<file path="config.mk">
export PLATFORM = sky130hd
export DESIGN_NAME = dmem_arbiter
export DESIGN_NICKNAME = d
export VERILOG_FILES = /design/src/rtl/dmem_arbiter.sv
export SDC_FILE = /design/constraint.sdc
export NUM_CORES = 1
export LEC_CHECK = 0
export BUFFER_PORTS_ARGS = -buffer_cell sky130_fd_sc_hd__buf_2
export CORE_ASPECT_RATIO = 0.9
export CORE_MARGIN = 2
export CORE_UTILIZATION = 42
export CTS_CLUSTER_SIZE = 30
export DETAILED_ROUTE_END_ITERATION = 6
export PLACE_DENSITY_LB_ADDON = 0.15
export SLEW_MARGIN = 15
export SYNTH_ARGS = -nofsm -noshare
export SYNTH_HDL_FRONTEND = slang
export SYNTH_SLANG_ARGS = --single-unit
</file>
<file path="constraint.sdc">
create_clock -name clk -period 2.14 [get_ports clk]
set_input_delay 0.428 -clock clk [delete_from_list [all_inputs] [get_ports clk]]
set_output_delay 0.428 -clock clk [all_outputs]
set_load 0.05 [all_outputs]
</file>
<file path="src/rtl/dmem_arbiter.sv">
// Two-port round-robin arbiter with lock bursts in front of the single-port dmem.
// Define DMEM_ARB_FIXED_PRIO_EN to make the core port (A) win all idle conflicts.
module dmem_arbiter #(
    parameter int ADDR_W    = 8,
    parameter int DATA_W    = 32,
    parameter int BURST_MAX = 4
) (
    input  logic              clk,
    input  logic              reset,
    input  logic              a_req,
    input  logic              a_we,
    input  logic              a_lock,
    input  logic [ADDR_W-1:0] a_addr,
    input  logic [DATA_W-1:0] a_wdata,
    output logic              a_gnt,
    output logic              a_rvalid,
    output logic [DATA_W-1:0] a_rdata,
    input  logic              b_req,
    input  logic              b_we,
    input  logic              b_lock,
    input  logic [ADDR_W-1:0] b_addr,
    input  logic [DATA_W-1:0] b_wdata,
    output logic              b_gnt,
    output logic              b_rvalid,
    output logic [DATA_W-1:0] b_rdata,
    output logic              mem_en,
    output logic              mem_we,
    output logic [ADDR_W-1:0] mem_addr,
    output logic [DATA_W-1:0] mem_wdata,
    input  logic [DATA_W-1:0] mem_rdata
);

    typedef enum logic [1:0] {
        IDLE,
        LOCK_A,
        LOCK_B
    } state_t;

    localparam logic [3:0] BMAX = 4'(BURST_MAX);

    state_t            state;
    logic [3:0]        burst_cnt;
    logic              prefer_b;
    logic              xfer_a;
    logic              xfer_b;
    logic              xfer;
    logic              sel_we;
    logic              sel_lock;
    logic [ADDR_W-1:0] sel_addr;
    logic [DATA_W-1:0] sel_wdata;
    logic [3:0]        cnt_base;
    logic [3:0]        cnt_next;
    logic              keep;
    logic              q1_b;
    logic              q2_v;
    logic              q2_b;

`ifdef DMEM_ARB_FIXED_PRIO_EN
    assign prefer_b = 1'b0;
`else
    logic rr_b;
    assign prefer_b = rr_b;
`endif

    always_comb begin
        a_gnt = 1'b0;
        b_gnt = 1'b0;
        if (!reset) begin
            if (state == LOCK_A && a_req) begin
                a_gnt = 1'b1;
            end else if (state == LOCK_B && b_req) begin
                b_gnt = 1'b1;
            end else if (a_req && b_req) begin
                a_gnt = !prefer_b;
                b_gnt = prefer_b;
            end else begin
                a_gnt = a_req;
                b_gnt = b_req;
            end
        end
    end

    assign xfer_a    = a_req && a_gnt;
    assign xfer_b    = b_req && b_gnt;
    assign xfer      = xfer_a || xfer_b;
    assign sel_we    = xfer_b ? b_we    : a_we;
    assign sel_lock  = xfer_b ? b_lock  : a_lock;
    assign sel_addr  = xfer_b ? b_addr  : a_addr;
    assign sel_wdata = xfer_b ? b_wdata : a_wdata;

    // A transfer by the non-owner during a released lock starts a fresh count.
    assign cnt_base = ((state == LOCK_A && xfer_a) ||
                       (state == LOCK_B && xfer_b)) ? burst_cnt : 4'd0;
    assign cnt_next = cnt_base + 4'd1;
    assign keep     = sel_lock && (cnt_next < BMAX);

    always_ff @(posedge clk) begin
        if (reset) begin
            state     <= IDLE;
            burst_cnt <= 4'd0;
`ifndef DMEM_ARB_FIXED_PRIO_EN
            rr_b      <= 1'b0;
`endif
            mem_en    <= 1'b0;
            mem_we    <= 1'b0;
            mem_addr  <= '0;
            mem_wdata <= '0;
            q1_b      <= 1'b0;
            q2_v      <= 1'b0;
            q2_b      <= 1'b0;
            a_rvalid  <= 1'b0;
            b_rvalid  <= 1'b0;
            a_rdata   <= '0;
            b_rdata   <= '0;
        end else begin
            if (xfer) begin
                if (keep) begin
                    state     <= xfer_b ? LOCK_B : LOCK_A;
                    burst_cnt <= cnt_next;
                end else begin
                    state     <= IDLE;
                    burst_cnt <= 4'd0;
                end
`ifndef DMEM_ARB_FIXED_PRIO_EN
                rr_b <= xfer_a;
`endif
            end else if (state != IDLE) begin
                state     <= IDLE;
                burst_cnt <= 4'd0;
            end

            mem_en <= xfer;
            mem_we <= xfer && sel_we;
            if (xfer) begin
                mem_addr  <= sel_addr;
                mem_wdata <= sel_wdata;
                q1_b      <= xfer_b;
            end

            // Read pipe: mem stage, SRAM output stage, return.
            q2_v     <= mem_en && !mem_we;
            q2_b     <= q1_b;
            a_rvalid <= q2_v && !q2_b;
            b_rvalid <= q2_v && q2_b;
            if (q2_v && !q2_b) a_rdata <= mem_rdata;
            if (q2_v && q2_b)  b_rdata <= mem_rdata;
        end
    end

endmodule

</file>
; Word level (Yosys, flattened, before mapping)
; Cells that the tools add are included.
[totals]
wordCells = 57
inputBits = 120
regBits = 118
[op_classes]
n_addsub = 1
n_eq_ne = 2
mux = 20
reduce_logical = 19
magnitude_cmp = 1
[ops]
columns = op, n
row1 = 32-bit 2-to-1 mux, 1
row2 = 4-bit 2-to-1 mux, 4
row3 = 1-bit logical AND, 12
row4 = 1-bit 2-to-1 mux, 10
row5 = 2-bit 2-to-1 mux, 4
row6 = 8-bit 2-to-1 mux, 1
row7 = 4-bit by 1-bit adder with 4-bit output (second input constant), 1
row8 = 4-bit by 3-bit < comparator with 1-bit output (second input constant), 1
row9 = 2-bit nonzero test, 2
row10 = 1-bit zero test, 3
row11 = 2-bit by 1-bit == test with 1-bit output (second input constant), 1
row12 = 2-bit == test (second input constant), 1
row13 = 1-bit logical OR, 2

; Logic depth before layout (Yosys ltp)
; Gate-level depths: netlist (run 1).
[depth]
word_depth = 14
depth_mapped = 9

; Worst setup path after synthesis (run 1)
; OpenSTA, ideal clock, no wires.
[synth_path]
path_kind = input port to flip-flop
startpoint = input reset
endpoint = register burst_cnt[1]
setup_time_ns = 0.101
arrival_time_ns = 1.986
slack_ns = 0.053
t_required_ns = 2.039
path_buffers = 1
path_stages = 9
path_cell_list = buf_6 nand4bb_4 nand2_1 and2_1 ha_1 nand2_1 a2111oi_4 nor3_2 o41ai_1
[synth_between]
elab_chain_cells = 10
word_cells_on_any_way = 16
classes_between = 1 x add/sub / 1 x order compare / 6 x mux / 8 x reduce/logical
[synth_rtl]
columns = element, line
row1 = "start, declared", 9  ; input logic reset,
row2 = 1-bit 2-to-1 mux, 68  ; if (!reset) begin
row3 = "1-bit logical AND, on equally long branches", "83, 84"
row4 = "1-bit logical AND, on equally long branches", "92, 93"
row5 = 1-bit logical OR, 92  ; assign cnt_base = ((state == LOCK_A && xfer_a) ||
row6 = 4-bit 2-to-1 mux, 93  ; (state == LOCK_B && xfer_b)) ? burst_cnt : 4'd0;
row7 = 4-bit by 1-bit adder with 4-bit output, 94  ; assign cnt_next = cnt_base + 4'd1;
row8 = 4-bit by 3-bit < comparator with 1-bit output, 95  ; assign keep = sel_lock && (cnt_next < BMAX);
row9 = 1-bit logical AND, 95
row10 = 4-bit 2-to-1 mux, 117  ; if (keep) begin
row11 = 4-bit 2-to-1 mux, 116  ; if (xfer) begin
row12 = "end signal, assigned", 119  ; burst_cnt <= cnt_next;
row13 = "end, declared", 42  ; logic [3:0] burst_cnt;
; Parallel ways exist; a longest one is shown, timed or not.
; A chain may end at the register's enable or synchronous reset.

; Worst setup path in the final report (run 1)
[layout_path]
startpoint = input a_req
endpoint = output b_gnt
[layout_between]
elab_chain_cells = 5
word_cells_on_any_way = 6
classes_between = 4 x mux / 2 x reduce/logical
[layout_rtl]
columns = element, line
row1 = "start, declared", 10  ; input logic a_req,
row2 = 1-bit logical AND, 73  ; end else if (a_req && b_req) begin
row3 = 1-bit 2-to-1 mux, 73
row4 = 1-bit 2-to-1 mux, 71  ; end else if (state == LOCK_B && b_req) begin
row5 = 1-bit 2-to-1 mux *, 69  ; if (state == LOCK_A && a_req) begin
row6 = 1-bit 2-to-1 mux *, 68
row7 = "end, declared", 23  ; output logic b_gnt,
; Mark *: on every way between the ends. The rest lies on a longest branch, timed or not.

==> results.md, run 1 <==
* Status: completed
* Slowest cell delay on critical path at 350 ps
* Total global routing overflow at 0
* Via density at between 5 and 6
* Post-DP HPWL at about 10000 µm
* CP max FO at 21
* Met3 Track Usage GR at approximately 8.6%
* Die Ht at roughly 110 µm
* Chip width at around 120 µm
* Vias after detailed routing at roughly 4900
* Critical path startpoint category: input pin
* Busiest grt layer: met2
* Pre-antenna DRT Iters at 4
* DP Cell Count at 928
* Slew Limit Fails at 0
* Max-cap violations at 0
* # diodes at 0
* Root buffer cell: clkbuf_16
* Min Hold Slack at around 240 ps
* Leak at 3.058 nW
* Avg WL per Cell at roughly 15 µm
* Clock Latency Late Sink at just over 400 ps
* Fraction of layout cells with a size suffix above 1 at roughly two fifths
* Worst r2r src: state[0]
* Syn nets at 695
* Antenna-violating nets left at 0
* Setup Viol. Count Final at 0
* Core area at 0.01143 mm²
* Clock buffer depth at 2
* Fin. Hold Viols at 0
* Hold Crit Endpoint: mem_we
* GPL Wtd Cong at 0.7656
* Seq/Total Area, Yosys at a little under half
* WP data required at between 1500 and 2000 ps
* First-pass GRT wire length at 22690 µm
* Hold path start: b_we
* Slowest CP cell: o311ai_4
* CTS buffer count at 17
* R2R Setup Slk at 170 ps
* Clk_skew at between 5 and 6 ps
* Worst slew pin tran at roughly 800 ps
* Mux cell area share after synthesis at 0%
* Fin util at around 60%
* Post-Synth Simple-Gate Area at 22.66%
* Final std cells w/o fill at 959
* Gate Count Post-Synth at 574
* Clk sinks at 118
* Fin crit share at approximately 94%
* DRC errors left at 0
* DP Area at 0.006257 mm²
* PwrDens at between 900 and 1000 mW/mm²
* FF-to-FF path depth at 8
* Row cnt at 37
* FF-to-FF End: burst_cnt[0]
* Crit path time final at roughly 2000 ps
* Top Ports at 230
* Met1 Track Usage GR at 25.33%
* CP endpoint kind: primary output
* CP cell instances: buf_2 -> buf_6 -> inv_1 -> o311ai_4 -> inv_1 -> buf_2
* Hold-critical path depth at 2
* CTS tree: built
* Peak supply drop at 0.5683 mV
* Worst min-delay path class: input pin to flop
* Largest family of logic cells by synthesized area: compound AO/OA/AOI/OAI gates
* Yosys warning count at 0
* DIE AREA at about 0.013 mm²
* Yosys reg bits at approximately 120
* Final instance area at ~0.0069 mm²
* Synth cell types at 34
* Total Wirelength at 14180 µm
* Clock slew at reported path FFs at 60 ps
* Setup bufs post-CTS at 0
* Critical Path AT at 1580 ps
* Setup tns final at 0 ps
* RSZ-0062 raised after global routing: no
* Max-slew headroom at a little under half
* Area Growth Syn to Fin at 40.19%
* Post-Syn Area per Cell at 8.591 µm²
* Count of nets after finishing at about 910
* Post-synthesis adder-cell area fraction at 0.2537%
* Initial antenna violation count at 0
* Compound-gate portion of the synthesized area at about a quarter
* Largest net degree at the start of global routing at between 70 and 80
* Hold_buf cts at 0
* Iteration-0 DRC Markers at ~320
* Vias in the first global route at between 4000 and 5000
* XOR/XNOR Fraction of Synth Area at 0%
* Mapped cell area at 0.004931 mm²
* Tot GR Track Use at between 20% and 30%
* Initial Util at a little over two fifths
* Setup CP Type: input pin to primary output
* Count of input and output buffers at 229
* Maximum clock frequency at between 400 and 500 MHz
* Met2 GRT Util at about 39%
* CTS H-tree lvls at 4
==> power breakdown <==
group | internal, W | switching, W | total (W)
Combinational | 0.000339 | 0.000699 | 0.00104
Clock | 0.00197 | 0.00100 | 0.00297
Sequential | 0.00231 | 0.0000586 | 0.00237
Total | 0.00462 | 0.00176 | 0.00639
==> how the worst max path moves through the flow <==
stage | from | to | slack, ps | cells past startpoint
after global routing | state[0] | burst_cnt[0] | 10 | 8
after floorplan | reset | burst_cnt[1] | 50 | 9
after CTS | state[1] | a_gnt | 20 | 5
after detailed placement | reset | burst_cnt[0] | -60 | 9
after global placement | reset | burst_cnt[1] | 40 | 9
final | a_req | b_gnt | 130 | 6
==> cell usage after synthesis <==
cell type,number,share of area [%]
nand3b_1,2,0.30
o21ba_2,1,0.20
a32oi_1,1,0.18
o311ai_2,1,0.33
o211ai_1,1,0.15
o221a_1,4,0.91
ha_1,1,0.25
o21ai_0,1,0.10
a211oi_1,41,6.2
dfxtp_1,118,48
a22o_1,1,0.18
nand2b_1,2,0.25
a21oi_1,64,6.5
nor2b_1,44,5.6
a31o_2,1,0.18
nand2_1,136,10
nor3b_1,3,0.46
o41ai_1,2,0.36
o311a_1,1,0.20
nor3_1,1,0.10
nor2_1,43,3.3
nand4_1,1,0.13
buf_6,1,0.23
nor4_1,1,0.13
buf_2,12,1.2
a2111oi_4,1,0.56
nand4bb_4,2,1.1
o221a_2,36,8.2
buf_1,3,0.23
clkbuf_1,34,2.6
nor3_2,1,0.20
inv_1,6,0.46
a21o_1,1,0.15
and2_1,6,0.76
==> through the flow <==
| step | power (W) | worst slack, ps |
|---|---|---|
| 5_1_grt | 0.006639 | 13.36 |
| 4_1_cts | 0.006442 | 19.72 |
| 6_report | 0.006385 | 130.3 |
| 3_3_place_gp | 0.003433 | 44.30 |
| 3_5_place_dp | 0.003452 | -55.19 |
| 2_1_floorplan | 0.003121 | 53.08 |
==> flip-flops by register name, indices dropped and copies added, names as in the netlist <==
name,count
a_rdata,32
b_rdata,32
mem_wdata,32
mem_addr,8
burst_cnt,4
state,2
a_rvalid,1
b_rvalid,1
mem_en,1
mem_we,1
prefer_b,1
q1_b,1
q2_b,1
q2_v,1
==> worst max-delay path, delay by kind of cell <==
family                 cells  cell delay [ps]
AO/OA/AOI/OAI              1              350
buffers and inverters      5              790
==> logic make-up after synthesis <==
group	after synthesis
buffers and inverters	56
AO/OA/AOI/OAI	157
AND/OR/NAND/NOR	242
flip-flops	118
adder cells (fa/ha/maj)	1
==> cell usage in the layout (no fill, tap or decap), drive strengths merged <==
cell	netlist	routed
a21oi	64	64
ha	1	1
o41ai	2	2
o211ai	1	1
dfxtp	118	118
a31o	1	1
nor3	2	2
bufinv	0	4
nor3b	3	3
nand3b	2	2
clkinvlp	0	3
a21o	1	1
a211oi	41	41
and2	6	6
o21ba	1	1
a2111oi	1	1
buf	16	247
nor4	1	1
o311ai	1	1
nand4bb	2	2
o221a	40	40
nand4	1	1
a22o	1	1
nor2b	44	44
o311a	1	1
clkinv	0	5
nor2	43	43
nand2	136	136
clkbuf	34	20
a32oi	1	1
o21ai	1	1
nand2b	2	2
inv	6	6
==> timing repair <==
action                                  4_1_cts  5_1_grt
resized for setup                             3        7
hold endpoints to repair                      0        0
endpoints found under the setup margin        2        3
==> per-layer routing <==
metal / part of all wire (%) / vias to the layer above
li1: - / 2434
met1: 41 / 2303
met5: 0 / -
met2: 49 / 187
met4: 1.1 / 0
met3: 8.2 / 13
==> final cells by class <==
| type | count | area (µm²) |
|---|---|---|
| multi-input combinational | 400 | 2371 |
| sequential | 118 | 2367 |
| tap | 156 | 195.2 |
| clock buffer | 19 | 442.9 |
| fill | 994 | 4522 |
| timing repair buffer | 248 | 1335 |
| inverter | 6 | 22.52 |
| clock inverter | 12 | 178.9 |
Note: power is estimated with default switching activity, not from simulation.
==> inputs of run 2 (changes only) <==
--- a/config.mk
+++ b/config.mk
@@ -7,11 +7,12 @@
 export LEC_CHECK = 0
 export BUFFER_PORTS_ARGS = -buffer_cell sky130_fd_sc_hd__buf_2
 export CORE_ASPECT_RATIO = 0.9
-export CORE_MARGIN = 2
+export CORE_MARGIN = 5
 export CORE_UTILIZATION = 42
 export CTS_CLUSTER_SIZE = 30
 export DETAILED_ROUTE_END_ITERATION = 6
-export PLACE_DENSITY_LB_ADDON = 0.15
+export GPL_TIMING_DRIVEN = 0
+export PLACE_DENSITY = 0.76
 export SLEW_MARGIN = 15
 export SYNTH_ARGS = -nofsm -noshare
 export SYNTH_HDL_FRONTEND = slang
==> run 2 against run 1 <==
Effect of this change:
- total power grew 0.56%
- largest power group unchanged
- cell count grew 3.3%
- critical endpoint is now burst_cnt[0]
- maximum frequency shrank 1.4%
- global-route usage shrank 0.20 points
- sequential share of layout area shrank 0.16 points
- clock-buffer cell count shrank 2
==> results.md, run 2 (synthesis results as in run 1) <==
* Top Ports at between 200 and 250
* Peak supply drop at between 0.5 and 0.6 mV
* Clock slew at reported path FFs at approximately 60 ps
* Setup Viol. Count Final at 0
* Final std cells w/o fill at approximately 1000
* RSZ-0062 raised after global routing: no
* Root buffer cell: clkbuf_16
* Worst slew pin tran at approximately 670 ps
* WP data required at about 2400 ps
* Iteration-0 DRC Markers at between 400 and 500
* Switching part of the total at between 20% and 30%
* Pre-antenna DRT Iters at 5
* CP startpoint: state[0]
* Fin. Hold Viols at 0
* Chip width at approximately 120 µm
* Maximum clock frequency at 490.7 MHz
* Pwr Total at around 0.0064 W
* Worst setup margin at 102.1 ps
* FF-to-FF path depth at 8
* WL met3 at about 1500 µm
* Core area at approximately 0.011 mm²
* Hold_buf cts at 0
* Most frequent cells in the layout: buf_2, nand2_1, dfxtp_1
* Initial Util at between 40% and 50%
* DRC errors left at 0
* DIE AREA at 0.01401 mm²
* Clock Latency Late Sink at 410 ps
* GPL Wtd Cong at around 0.83
* Largest net degree at the start of global routing at 17
* Leak at just over 3 nW
* Total global routing overflow at 0
* Max-slew headroom at about 55%
* Avg WL per Cell at approximately 16 µm
* Clk_skew at ~12 ps
* CP endpoint kind: flop
* CTS tree: built
* CTS buffer count at 17
* Critical path startpoint category: flop
* Crit path time final at a little over 2000 ps
* FF-to-FF End: burst_cnt[0]
* Commonest non-fill, non-tap cell in the layout: buf_2
* DP Cell Count at ~960
* Max-cap violations at 0
* Count of input and output buffers at 227
* CTS H-tree lvls at 4
* Die Ht at approximately 110 µm
* # diodes at 0
* Logic pwr share at between 10% and 20%
* CP max FO at 6
* Fraction of layout cells with a size suffix above 1 at approximately 39%
* Slew Limit Fails at 0
* Metal2 WL at between 7000 and 8000 µm
* Clock power share at between 40% and 50%
* Sw Pwr at 0.001909 W
* Pint at about 0.0045 W
* Biggest regs: a_rdata x32, b_rdata x32, mem_wdata x32
* Via density at around 5.2
* Area Growth Syn to Fin at 40.70%
* PwrDens at slightly above 900 mW/mm²
* Initial antenna violation count at 1
* R2R Setup Slk at approximately 100 ps
* Clk sinks at about 120
* Worst r2r src: state[0]
* Count of nets after finishing at around 940
* Critical Path AT at around 2300 ps
* Row cnt at 37
* Setup CP Type: flop to flop
* Antenna-violating nets left at 0
* Tot GR Track Use at a little over a fifth
* Vias after detailed routing at a little over 5000
* Max Used Layer: met5
* Total Wirelength at approximately 16000 µm
* Status: completed
* Worst min-delay path class: input pin to flop
* Post-DP HPWL at between 10000 and 15000 µm
* Place WS at -190.8 ps
* Fin crit share at between 90% and 100%
* Metal-1 WL at 6995 µm
* Vias in the first global route at just under 5000
* First-pass GRT wire length at ~25000 µm
* Clock buffer depth at 2
* Worst Setup EP: burst_cnt[0]
* Seq pwr share at a little under two fifths
-- run 2: how the worst min path moves through the flow --
stage                start           to  slack, ps  cells past startpoint
2_1_floorplan         q1_b         q2_b        450                      1
3_3_place_gp   a_rdata[17]  a_rdata[17]        440                      2
6_report              b_we       mem_we        240                      2
4_1_cts               b_we       mem_we        230                      2
5_1_grt               a_we       mem_we        240                      2
3_5_place_dp   b_rdata[29]  b_rdata[29]        440                      2
-- run 2: critical path, stage by stage (launching register included) --
cell and delay [ps]:
dfxtp_2 370, nand4bb_4 250, nand2_1 110, and2_1 160
ha_2 220, nand4_1 120, a211oi_2 290, nor3_4 100
o41ai_1 300
-- run 2: routing by layer --
layer | up-vias | GRT usage [%]
met5 | - | 0
met4 | 2 | 6.428
met3 | 20 | 8.353
met2 | 246 | 35.45
met1 | 2376 | 27.63
li1 | 2512 | -
-- run 2: through the flow --
stage / hold WS (ps) / setup TNS, ps / utilization, % / area, µm²
2_1_floorplan: 445.2 / 0 / - / 4931
3_5_place_dp: 443.5 / -551.3 / 54.54 / 6262
3_3_place_gp: 439.6 / -285.3 / 54.54 / 6262
5_1_grt: 243.4 / 0 / 60.43 / 6938
4_1_cts: 231.8 / 0 / 60.17 / 6908
6_report: 241.7 / 0 / 60.43 / 6938
-- run 2: final cells by class --
| type | count | area [µm²] |
|---|---|---|
| fillers | 1035 | 4543 |
| repair buffers | 229 | 1154 |
| plain buffers | 50 | 210.2 |
| well taps | 156 | 195.2 |
| flip-flops and latches | 118 | 2365 |
| clock buffers | 17 | 425.4 |
| multi-input cells | 400 | 2375 |
| inverters | 6 | 22.52 |
| clock inverters | 15 | 191.4 |
-- run 2: repair_timing --
| action | 4_1_cts | 5_1_grt |
|---|---|---|
| endpoints found under the setup margin | 4 | 4 |
| gates resized for setup | 5 | 5 |
| pin swaps | 1 | 2 |
| setup buffers | 1 | 1 |
-- run 2: power by group through the flow --
stage               Clock, W  Combinational, W  Sequential (W)
global route         0.00313           0.00112         0.00239
floorplan                  0          0.000348         0.00277
CTS                  0.00302           0.00105         0.00237
global placement           0           0.00104         0.00242
detailed placement         0           0.00105         0.00242
finish               0.00299           0.00105         0.00237
